$ cat src/rtl/conv_pkg.sv
// Shared types and elaboration-time helpers for the conv_node bank controller.
package conv_pkg;

   typedef enum logic [2:0] {
      ST_IDLE,
      ST_START,
      ST_MAC,
      ST_BIAS,
      ST_OUT
   } ctrl_state_e;

   function automatic int kernel_size(input int h, input int w);
      return h * w;
   endfunction

   // One extra code point is needed so the bias address K fits alongside 0..K-1.
   function automatic int idx_width(input int k);
      return $clog2(k + 1);
   endfunction

endpackage

$ cat src/rtl/conv_node_ctrl_wrap_counter.sv
// Modulo-MAX up counter with enable; tc_o flags the final count before wrap.
module wrap_counter #(
   parameter int MAX = 4,
   parameter int W   = (MAX > 1) ? $clog2(MAX) : 1
) (
   input  logic clk_i,
   input  logic reset_i,
   input  logic en_i,
   output logic tc_o
);

   logic [W-1:0] cnt_q, cnt_d;

   assign tc_o = (cnt_q == W'(MAX - 1));

   always_comb begin
      cnt_d = cnt_q;
      if (en_i) begin
         cnt_d = tc_o ? '0 : cnt_q + W'(1);
      end
   end

   always_ff @(posedge clk_i or posedge reset_i) begin
      if (reset_i) begin
         cnt_q <= '0;
      end else begin
         cnt_q <= cnt_d;
      end
   end

endmodule

$ cat src/rtl/conv_node_ctrl.sv
// Sequencer driving a shared conv_node control bus through START, K MAC
// steps and a bias step, then holding the result under a valid/ready handshake.
module conv_node_ctrl
   import conv_pkg::*;
#(
   parameter  int KERNEL_HEIGHT = 3,
   parameter  int KERNEL_WIDTH  = 2,
   parameter  int NUM_WINDOWS   = 4,
   localparam int K             = kernel_size(KERNEL_HEIGHT, KERNEL_WIDTH),
   localparam int IDX_W         = idx_width(K),
   localparam int WIN_W         = (NUM_WINDOWS > 1) ? $clog2(NUM_WINDOWS) : 1
) (
   input  logic             clk_i,
   input  logic             reset_i,
   input  logic             valid_i,
   output logic             ready_o,
   output logic             load_o,
   output logic             start_o,
   output logic [IDX_W-1:0] input_index_o,
   output logic             add_bias_o,
   output logic             valid_o,
   input  logic             ready_i,
   output logic             last_o,
   output logic             busy_o
);

   ctrl_state_e      state_q, state_d;
   logic [IDX_W-1:0] idx_q, idx_d;
   logic             win_tc;
   logic             res_hs;

   // Only the accept path is combinational; everything else decodes state_q.
   assign ready_o = (state_q == ST_IDLE) | ((state_q == ST_OUT) & ready_i);
   assign load_o  = valid_i & ready_o;
   assign res_hs  = (state_q == ST_OUT) & ready_i;

   wrap_counter #(
      .MAX (NUM_WINDOWS),
      .W   (WIN_W)
   ) u_win_cnt (
      .clk_i   (clk_i),
      .reset_i (reset_i),
      .en_i    (res_hs),
      .tc_o    (win_tc)
   );

   always_comb begin
      state_d       = state_q;
      idx_d         = idx_q;
      start_o       = 1'b0;
      add_bias_o    = 1'b0;
      valid_o       = 1'b0;
      last_o        = 1'b0;
      input_index_o = '0;
      busy_o        = (state_q != ST_IDLE);
      unique case (state_q)
         ST_IDLE: begin
            if (valid_i) state_d = ST_START;
         end
         ST_START: begin
            start_o = 1'b1;
            idx_d   = '0;
            state_d = ST_MAC;
         end
         ST_MAC: begin
            input_index_o = idx_q;
            if (idx_q == IDX_W'(K - 1)) begin
               state_d = ST_BIAS;
            end else begin
               idx_d = idx_q + IDX_W'(1);
            end
         end
         ST_BIAS: begin
            add_bias_o    = 1'b1;
            input_index_o = IDX_W'(K);
            state_d       = ST_OUT;
         end
         ST_OUT: begin
            valid_o = 1'b1;
            last_o  = win_tc;
            if (ready_i) state_d = valid_i ? ST_START : ST_IDLE;
         end
         default: state_d = ST_IDLE;
      endcase
   end

   always_ff @(posedge clk_i or posedge reset_i) begin
      if (reset_i) begin
         state_q <= ST_IDLE;
         idx_q   <= '0;
      end else begin
         state_q <= state_d;
         idx_q   <= idx_d;
      end
   end

endmodule

$ cat config.mk
export PLATFORM = sky130hd
export DESIGN_NAME = conv_node_ctrl
export DESIGN_NICKNAME = d
export VERILOG_FILES = /design/src/rtl/conv_pkg.sv /design/src/rtl/conv_node_ctrl_wrap_counter.sv /design/src/rtl/conv_node_ctrl.sv
export SDC_FILE = /design/constraint.sdc
export NUM_CORES = 1
export LEC_CHECK = 0
export CAP_MARGIN = 20
export CORE_AREA = 2 2 39 41
export CTS_BUF_LIST = sky130_fd_sc_hd__clkbuf_8
export DETAILED_ROUTE_END_ITERATION = 6
export DIE_AREA = 0 0 41 43
export MAX_ROUTING_LAYER = met4
export PLACE_DENSITY = 0.76
export SYNTH_ARGS = -nofsm -noshare
export SYNTH_HDL_FRONTEND = slang
export SYNTH_SLANG_ARGS = --single-unit
$ cat constraint.sdc
create_clock -name clk_i -period 1.4 [get_ports clk_i]
set_input_delay 0.14 -clock clk_i [delete_from_list [all_inputs] [get_ports clk_i]]
set_output_delay 0.14 -clock clk_i [all_outputs]
set_load 0.01 [all_outputs]
==> results.md, run 1 <==
- The routed wire length per instance is 12.6 um.
- The fraction of power consumed by the clock network is a little over an eighth.
- The tool flagged a number of max-cap violations equal to 0.
- The share of the yosys chip area belonging to registers is a little over a third.
- The number of slew-limit violations in the final report is 0.
- Fill cells in the final layout number roughly 120.
- The core region is 1380 um2.
- VDD sags by at most 1.10 mV.
- The critical path is of the register to primary output type.
- Counting every sink on the clock net gives 8.
- The launching element type of the critical path is a register.
- Once the floorplan was initialized, standard cells occupied about two fifths of the core.
- The number of antenna violations at the first check in global routing is 0.
- The worst pin sits at a relative slew slack of between 70% and 80%.
- The weighted congestion reported at the end of routability-driven placement is roughly 0.75.
- The tree is rooted in a clkbuf_8.
- TritonCTS created 3 clock buffers.
- In this run the tool buffered the top-level ports with 13 buffer cells.
- Dividing the final minimum period by the clock period gives 104%.
- Combinational cells account for roughly two thirds of the total power.
- The synthesized area per cell is about 9.6 um2.
- The most numerous cell type found on the critical path is buf_6.
- Clock skew on the completed layout was measured at 6.21 ps.
- The initial DRC count is 9.
- The maximum buffer depth of the clock tree is 2.
- The final design instance area without fill is 862 um2.
- The share of total power dissipated in sequential elements is roughly 22%.
- After detailed routing, the total wire length is between 1000 and 1500 um.
- In this run switching power makes up 37.6% of total power.
- In this run the remaining antenna-violating nets after routing total 0.
- Walking the worst path, the cells encountered are buf_6, or3b_4, inv_2, buf_6.
- The first TritonRoute pass finished after 4 iterations.
- For this design the total switching power over the nets is a little over 800 uW.
- The layout overhead on the synthesized area is 54.8%.
- The count of cell types in the netlist is 28.
- The count of hold buffers inserted by post-cts repair is 0.
- Synthesis handed over a netlist of a little under 60 instances.
- The die height is about 43 um.
- The full die area is approximately 1800 um2.
- The wire-length estimate of the detail-placed layout is 981 um.
- The run finished, with violations left.
- Setup repair after global routing could not meet its margin everywhere.
- Data on the critical path arrives at its endpoint at approximately 1300 ps.
- The combined buffer and inverter count along the critical path is 3.
- The total grt overflow is 0.
- Setup violations remaining at the end of the flow were counted as 3.
- In this design, the stage delay of the slowest critical-path cell is approximately 420 ps.
- In the routed layout, each cell is associated on average with a via count of just under 5.
- The insertion delay to the later sink of the worst-skew pair is approximately 230 ps.
- The repair_antennas step left the layout with diodes totalling 0.
- The internal power of the cells totals 1.35 mW.
- The vias after detailed routing is approximately 520.
- The slew of the pin with the lowest slew margin is ~350 ps.
- The post-route netlist has between 50 and 60% of its cells at a drive strength greater than 1.
- The worst setup path is captured at a primary output.
- The setup TNS after final layout is -139 ps.
- The final reports fail on setup timing.
- The placement row count is 14.
- In this run the worst hold path is classified as input pin to async pin.
- The number of nets handed over by synthesis was 65.
- The clock-pin slew on the worst setup and hold paths is about 50 ps.
- The worst path in the final design needs a cycle of approximately 1500 ps, including I/O delays and setup.
- The count of yosys warnings during synthesis is 0.
- The total standard cell area after synthesis is roughly 560 um2.
- For this design the top-level I/O count stands at 14.
- The largest individual stage delay along the critical path comes from the cell dfrtp_1.
- The via count of the first global-routing pass is between 500 and 600.
- Dividing total power by cell area gives a power density of approximately 2500 nW/um2.
- The largest net degree at the start of global routing is 9.
- After detailed placement, the total cell area comes to ~800 um2.
- The critical path required time is about 1300 ps.
- At the end of the flow, the number of nets in the layout was 98.
- The width of the chip is a little over 40 um.
- The worst-case setup margin in the final layout is -51.0 ps.
- TritonCTS built the clock tree.
- The maximum net fanout on the critical path is 4.
- The standby leakage power is about 0.45 nW.
- CTS built an H-tree with a depth of 1.
- The first-pass GRT wire length is roughly 2200 um.
- The number of hold violations in the final report is 0.
- The kind of cell adding the most delay to the critical path is flip-flops.
- Static timing analysis puts the maximum clock frequency at ~0.69 GHz.
- For this run, design rule violations remaining after detail routing come to 0.
- The count of state elements after synthesis is 8.
- The overall global routing resource usage is between 10% and 20%.
-- kinds of logic after synthesis --
family	after synthesis	synth area share (%)
compound gates	8	11.2
mux	3	7.19
flops	8	36.0
buf+inv	7	8.76
xor+xnor	1	1.57
simple gates	28	28.5
fa+ha+maj	3	6.74
-- flip-flops by register name, indices dropped and copies added (netlist names) --
signal           cells
idx_q                3
state_q              3
u_win_cnt.cnt_q      2
-- layout make-up --
cell class / count / area, um2 / share of cell area, %
Clock buffer: 3 / 41.3 / 4.79
Sequential cell: 8 / 201 / 23.4
Timing Repair Buffer: 31 / 251 / 29.2
Tap cell: 16 / 20.0 / 2.32
Inverter: 4 / 15.0 / 1.74
Multi-Input combinational cell: 43 / 333 / 38.6
-- stage by stage --
step                utilization (%)  hold slack (ps)  setup WS, ps  total power, mW  std cells
floorplan                         -            -44.3           182             1.18         58
global placement               56.8              407          -168             1.72         99
detailed placement             56.8              419          -159             1.76         99
CTS                            62.4              175         -85.4             2.14        106
global route                   62.3              217         -79.3             2.33        105
finish                         62.3              171         -51.0             2.16        105
-- timing repair --
item | 4_1_cts | 5_1_grt
pin swaps | 3 | 4
endpoints found under the hold margin | 0 | 0
gates resized for setup | 41 | 14
setup buffers | 4 | 1
endpoints found under the setup margin | 12 | 12
-- power groups by stage --
| stage | registers (mW) | logic (mW) | clock network [mW] |
|---|---|---|---|
| floorplan | 0.441 | 0.736 | 0 |
| global placement | 0.456 | 1.26 | 0 |
| detailed placement | 0.465 | 1.30 | 0 |
| CTS | 0.456 | 1.40 | 0.287 |
| global route | 0.485 | 1.54 | 0.301 |
| finish | 0.464 | 1.41 | 0.282 |
-- path summary, 6_finish.rpt --
kind,start,end,slack [ps],cells past startpoint
setup / recovery,state_q[1],start_o,-50,4
hold / removal,reset_i,u_win_cnt.cnt_q[0],170,2
setup reg to reg,state_q[1],u_win_cnt.cnt_q[0],-40,5
hold reg to reg,u_win_cnt.cnt_q[1],u_win_cnt.cnt_q[1],520,1
max in group asynchronous,reset_i,state_q[2],950,2
min in group clk_i,u_win_cnt.cnt_q[1],u_win_cnt.cnt_q[1],520,1
-- synth_stat cells --
cell	instances	share of area (%)
nand3_1	1	0.90
a21oi_1	1	0.90
nand2b_1	1	1.1
mux2_4	2	5.4
nor2b_1	1	1.1
nor3_1	1	0.90
and3_4	1	2.0
xnor2_1	1	1.6
o21ai_0	1	0.90
o21ai_1	1	0.90
ha_1	3	6.7
inv_1	4	2.7
or2b_1	1	1.3
nor2_1	8	5.4
or3b_4	1	2.0
o21ai_2	1	1.6
nor2_4	1	2.0
and2_1	3	3.4
a21o_2	1	1.6
a31o_2	1	1.6
o211ai_2	1	2.2
o221ai_1	1	1.6
dfrtp_1	8	36
mux2i_1	1	1.8
or3_1	2	2.2
buf_6	3	6.1
and3_1	3	3.4
nand2_1	4	2.7
-- routing by layer --
metal	GRT usage [%]	routed length [um]	vias to the layer above
met1	23.7	600	243
met5	-	0	-
li1	-	-	260
met4	6.00	13	0
met3	3.14	49	2
met2	28.7	658	12
-- layout by cell type (no fill, tap or decap), types with 3 or more instances in the layout --
cell type and instances:
buf_4 15, nor2_1 8, dfrtp_1 7, buf_6 7, buf_2 4, inv_1 3
nand2_1 3, ha_1 3, clkbuf_8 3, clkdlybuf4s50_1 3
Power figures use the tool's default switching activity.
==> inputs of run 2 (changes only) <==
==> constraint.sdc (replaced) <==
create_clock -name clk_i -period 1.55 [get_ports clk_i]
set_input_delay 0.155 -clock clk_i [delete_from_list [all_inputs] [get_ports clk_i]]
set_output_delay 0.155 -clock clk_i [all_outputs]
set_load 0.01 [all_outputs]
==> results.md, run 2 (synthesis results as in run 1) <==
- The flow ran to the end, and the final reports show no timing, DRC or antenna violations.
- The total grt overflow is 0.
- The class of the tightest hold or removal check is input pin to async pin.
- The analysis attributes to cell leakage a power of about 0.42 nW.
- The CTS H-tree depth is 1.
- Across the run, the number of max-cap violations was 0.
- The number of slew-limit violations in the final report is 0.
- In the finished design, the share of the clock period the worst path needs comes to between 90% and 100%.
- The maximum buffer depth of the clock tree is 2.
- In the layout the commonest cells are 13 x buf_4, 8 x nor2_1, 6 x dfrtp_1, 5 x dlygate4sd2_1.
- Dividing the detail-routed via count by the number of cells gives 5.01.
- The placement row count is 14.
- For this design the top-level I/O count stands at 14.
- The data arrival time of the critical path is approximately 1400 ps.
- For this run, design rule violations remaining after detail routing come to 0.
- The detailed-router iteration count before antenna repair is 4.
- STA puts the critical path data required time at between 1000 and 1500 ps.
- The initial DRC count is 13.
- In the final layout, the registers with the most flip-flops are idx_q: 3 flops, state_q: 3 flops, u_win_cnt.cnt_q: 2 flops.
- The width of the chip is around 41 um.
- The total wire length after detailed routing is around 1200 um.
- The buffer cell driving the clock tree root is clkbuf_8.
- The share of post-route cells with drive strength above 1 is a little under two fifths.
- For this design, the CTS-stage hold fixing added 0 buffers.
- For the pin with the worst max-slew slack, the measured transition is 325 ps.
- The largest net degree at the start of global routing is 9.
- The vias after detailed routing is about 500.
- The clock buffer count from CTS is 3.
- In this run the standard cell core region covers ~1400 um2.
- The remaining number of nets flagged by the antenna check after routing is 0.
- Across the whole layout, storage elements account for just over 200 um2.
- Dividing total power by cell area gives a power density of 2190 nW/um2.
- TritonCTS built the clock tree.
- Routability-driven placement finished with a final weighted congestion of ~0.76.
- Counting I/O delays and the setup requirement, the final critical path takes about 1500 ps.
- The launching element type of the critical path is a register.
- The total inserted antenna cells is 0.
- The via count of the first global-routing pass is between 400 and 500.
- The highest-delay cell along the critical path is dfrtp_2.
- The number of endpoints failing setup at the final stage is 0.
- The finished cells cover 791 um2.
- From synthesis to final layout, the design area changed by 42.0%.
- In the final layout, the multi-input gates occupy 310 um2.
- Input and output buffers added on the ports amount to 13.
- For this design, the sink count on the clock tree is 8.
- The worst setup path is captured at a primary output.
- The insertion delay to the later sink of the worst-skew pair is between 200 and 250 ps.
- The final-layout worst hold slack is 177 ps.
- The routed wire length per instance is approximately 12 um.
- The critical path contains buffers and inverters numbering 3 combined.
- The maximum net fanout on the critical path is 6.
- The most frequent standard cell in the layout excluding fill and tap cells is buf_4.
- In this design, the stage delay of the slowest critical-path cell is 430 ps.
- The number of hold violations in the final report is 0.
- The wire-length estimate of the detail-placed layout is just over 900 um.
- Based on the critical path, the design can be clocked at up to between 0.6 and 0.7 GHz.
- By startpoint and endpoint, the worst setup path is classified as register to primary output.
- The clock-pin slew on the worst setup and hold paths is 40 ps.
- Walking the worst path, the cells encountered are buf_4, or3b_4, inv_1, buf_2.
- Clock skew on the completed layout was measured at approximately 2.5 ps.
- Summing all placed instances gives a cell area of ~760 um2.
- The overall global routing resource usage is between 10% and 20%.
- The final total power is around 1.7 mW.
- The number of antenna violations at the first check in global routing is 0.
- For this configuration, the core starts out at a cell density of 40.2%.
- The total of fill cells in the finished design is roughly 120.
- The cell family contributing the most delay on the critical path is flip-flops.
- The die height is between 40 and 50 um.
- IR analysis of the VDD net gives a maximum drop of between 1 and 1.5 mV.
- The final layout contains 93 nets.
- The worst pin sits at a relative slew slack of around four fifths.
- The first-pass GRT wire length is about 2000 um.
- The floorplan step defined a die boundary enclosing between 1500 and 2000 um2.
[run 2: repair_timing]
item | in CTS | in global routing
pin swaps | 0 | 0
setup endpoints to repair | 10 | 6
buffers inserted | 1 | 1
resized for setup | 15 | 8
cloned | 0 | 0
[run 2: layout make-up]
type | count | share of cell area (%)
repair buffers | 26 | 25.5
flip-flops and latches | 8 | 25.6
well taps | 16 | 2.53
multi-input cells | 43 | 39.2
clock buffers | 3 | 5.22
inverters | 4 | 1.90
[run 2: worst paths after layout]
kind                               startpoint                 end  slack (ps)  depth (start not counted)
max                                state_q[2]             start_o          30                          4
min                                   reset_i  u_win_cnt.cnt_q[0]         180                          2
max reg2reg                        state_q[1]  u_win_cnt.cnt_q[0]         100                          5
min reg2reg                u_win_cnt.cnt_q[1]  u_win_cnt.cnt_q[1]         530                          1
max in group asynchronous             reset_i          state_q[1]        1110                          2
min in group clk_i         u_win_cnt.cnt_q[1]  u_win_cnt.cnt_q[1]         530                          1
[run 2: through the flow]
| stage | instances | setup WS (ps) | utilization, % | setup TNS (ps) |
|---|---|---|---|---|
| detailed placement | 95 | -44.5 | 54.6 | -148 |
| global placement | 95 | -28.9 | 54.6 | -66.9 |
| CTS | 99 | 6.18 | 57.1 | 0 |
| global route | 100 | -3.05 | 57.1 | -3.05 |
| floorplan | 58 | 332 | - | 0 |
| finish | 100 | 33.9 | 57.1 | 0 |
[run 2: metal layers]
layer / share of wire (%) / vias up / GRT usage (%)
li1: - / 248 / -
met1: 42 / 233 / 19.8
met2: 53 / 16 / 29.1
met3: 4.0 / 4 / 3.14
met4: 1.8 / 0 / 9.33
met5: 0 / - / -
[run 2: power breakdown]
part | internal, mW | leakage [nW] | switching, mW
Sequential | 0.317 | 0.100 | 0.120
Combinational | 0.576 | 0.298 | 0.468
Clock | 0.168 | 0.0216 | 0.0846
Total | 1.06 | 0.420 | 0.673
==> inputs of run 3 (changes only) <==
--- a/config.mk
+++ b/config.mk
@@ -5,7 +5,6 @@
 export SDC_FILE = /design/constraint.sdc
 export NUM_CORES = 1
 export LEC_CHECK = 0
-export CAP_MARGIN = 20
 export CORE_AREA = 2 2 39 41
 export CTS_BUF_LIST = sky130_fd_sc_hd__clkbuf_8
 export DETAILED_ROUTE_END_ITERATION = 6
@@ -15,3 +14,4 @@
 export SYNTH_ARGS = -nofsm -noshare
 export SYNTH_HDL_FRONTEND = slang
 export SYNTH_SLANG_ARGS = --single-unit
+export TNS_END_PERCENT = 30
==> results.md, run 3 (synthesis results as in run 1) <==
- The flow ran to the end, and the final reports show no timing, DRC or antenna violations.
- The final period utilization is a little over nine tenths.
- The standby leakage power is around 0.42 nW.
- After filler insertion, the fill cell instance count of the layout stands at between 100 and 150.
- The remaining number of nets flagged by the antenna check after routing is 0.
- For this configuration, the core starts out at a cell density of 40.2%.
- The maximum clock frequency is around 0.66 GHz.
- The startpoint of the worst-slack reg-to-reg timing path is state_q[1].
- Once routing completed, OpenROAD measured the worst setup slack at around 38 ps.
- Of the total power, the share spent switching nets is between 30% and 40%.
- The total power per unit cell area is ~2200 nW/um2.
- The most critical setup path has its startpoint at state_q[2].
- The type of the setup path with the least slack is register to primary output.
- The number of DRC violations after detailed routing is 0.
- In the final routed layout, each cell accounts on average for ~12 um.
- The area taken by flip-flops and latches is just over 200 um2.
- The number of endpoints failing setup at the final stage is 0.
- The element type at the critical path end is a primary output.
- STA classifies the critical path startpoint as a register.
- The die is approximately 43 um tall.
- The tightest slew margin relative to the limit is just under 80%.
- The maximum vdd drop is 0.977 mV.
- After legalization and detailed placement, the total HPWL measured a little over 900 um.
- The number of antenna violations at the first check in global routing was 0.
- The number of hold violations in the final report is 0.
- The width of the chip is roughly 41 um.
- The tool flagged a number of max-cap violations equal to 0.
- The class of the tightest hold or removal check is input pin to async pin.
- The largest registers in the layout are idx_q: 3 flops, state_q: 3 flops, u_win_cnt.cnt_q: 2 flops.
- The critical path required time is 1390 ps.
- The tree built by TritonCTS fans out to 8 sinks.
- The overall global routing resource usage is around 18%.
- The die covers ~1800 um2.
- The first-pass GRT wire length is between 2000 and 2500 um.
- Clock-pin slew was measured on the worst setup and hold paths at roughly 40 ps.
- Subtracting the final worst setup slack from the clock period gives approximately 1500 ps.
- Summed over all nets, the switching power comes to about 680 uW.
- Summed over all failing endpoints, the final setup total negative slack is 0 ps.
- The insertion delay to the later sink of the worst-skew pair is 230 ps.
- In this run the standard cell core region covers around 1400 um2.
- In the layout the commonest cells are 12 x buf_4, 8 x nor2_1, 6 x dfrtp_1, 5 x dlygate4sd2_1.
- The share of post-route cells with drive strength above 1 is a little over a third.
- The total grt overflow is 0.
- The setup slack of the worst register-to-register path is ~100 ps.
- Dividing the detail-routed via count by the number of cells gives about 4.9.
- The maximum buffer depth of the clock tree is 2.
- In this run, the number of DRC markers left after iteration 0 of detailed routing was 13.
- In this run the critical register-to-register path is captured at u_win_cnt.cnt_q[0].
- Sequential cells burn about a quarter of the power.
- The maximum net fanout on the critical path is 6.
- Clock skew on the completed layout was measured at 3.04 ps.
- The placement-stage worst setup slack is -44.5 ps.
- The clock buffer count from CTS is 3.
- The detailed-router iteration count before antenna repair is 2.
- For the worst flop-to-flop path, the logic depth is 5.
- For this design, the CTS-stage hold fixing added 0 buffers.
- 14 I/O pins were placed.
- The combinational fraction of design power is between 60% and 70%.
- The number of nets in the layout is between 90 and 100.
- The via count of the first global-routing pass is between 400 and 500.
- Routability-driven placement finished with a final weighted congestion of 0.762.
- The repair_antennas step left the layout with diodes totalling 0.
- The fraction of power consumed by the clock network is between 10% and 20%.
- Internal power comes to 1.08 mW.
- Summing all multi-input logic gate instances after layout gives between 300 and 400 um2.
- The library cell used most frequently in the layout, excluding fill and tap cells, is buf_4.
- The slew of the pin with the lowest slew margin is around 330 ps.
- Entering global routing, the biggest net connects 9 pins.
- At the worst endpoint, the arrival time is approximately 1400 ps.
- The number of slew-limit violations in the final report came to 0.
- The clock tree from TritonCTS is yes.
- The layout overhead on the synthesized area is 44.7%.
- Clock tree synthesis selected as its root buffer the cell clkbuf_8.
- The CTS H-tree depth is 1.
- The count of port buffers added during placement is 13.
- The vias after detailed routing is 486.
- For this block, the routed nets add up to ~1200 um of wire.
- The placement row count is 14.
-- run 3: area by class of cell --
class | count | area share [%]
tap | 16 | 2.48
inverter | 4 | 1.86
sequential | 8 | 25.2
clock buffer | 3 | 5.12
timing repair buffer | 25 | 25.9
multi-input combinational | 43 | 39.4
-- run 3: power groups by stage --
stage	logic, mW	registers [mW]	clock network [mW]
after floorplan	0.665	0.399	0
after global placement	1.05	0.426	0
after detailed placement	1.08	0.437	0
after CTS	1.04	0.440	0.256
after global routing	1.18	0.458	0.267
final	1.06	0.437	0.254
-- run 3: routing by layer --
metal	GRT usage [%]	wire [um]	up-vias
li1	-	-	245
met1	19.8	508	221
met2	29.1	632	14
met3	3.14	36	6
met4	9.33	29	0
met5	-	0	-
-- run 3: metrics by stage --
stage | hold slack [ps] | utilization, % | power [mW] | cells | instance area, um2
floorplan | -29.3 | - | 1.06 | 58 | 557
global placement | 424 | 54.6 | 1.47 | 95 | 756
finish | 177 | 58.2 | 1.75 | 99 | 806
detailed placement | 429 | 54.6 | 1.52 | 95 | 756
global route | 231 | 58.2 | 1.91 | 99 | 806
CTS | 189 | 57.5 | 1.73 | 98 | 796
-- run 3: timing repair --
item                       4_1_cts  5_1_grt
hold endpoints to repair         0        0
pin swaps                        0        0
setup endpoints to repair       10        6
buffers inserted                 0        1
gates resized for setup         14        6
-- run 3: how the worst max path moves through the flow --
stage | end | slack (ps) | depth (start not counted)
final | start_o | 40 | 3
after detailed placement | last_o | -40 | 4
after global placement | load_o | -30 | 5
after floorplan | u_win_cnt.cnt_q[0] | 330 | 4
after global routing | load_o | -5 | 4
after CTS | add_bias_o | 0.5 | 4
-- run 3: critical path, stage by stage (launching register included) --
cell	delay, ps
dfrtp_2	430
or3b_4	410
inv_1	60
clkdlybuf4s15_1	220
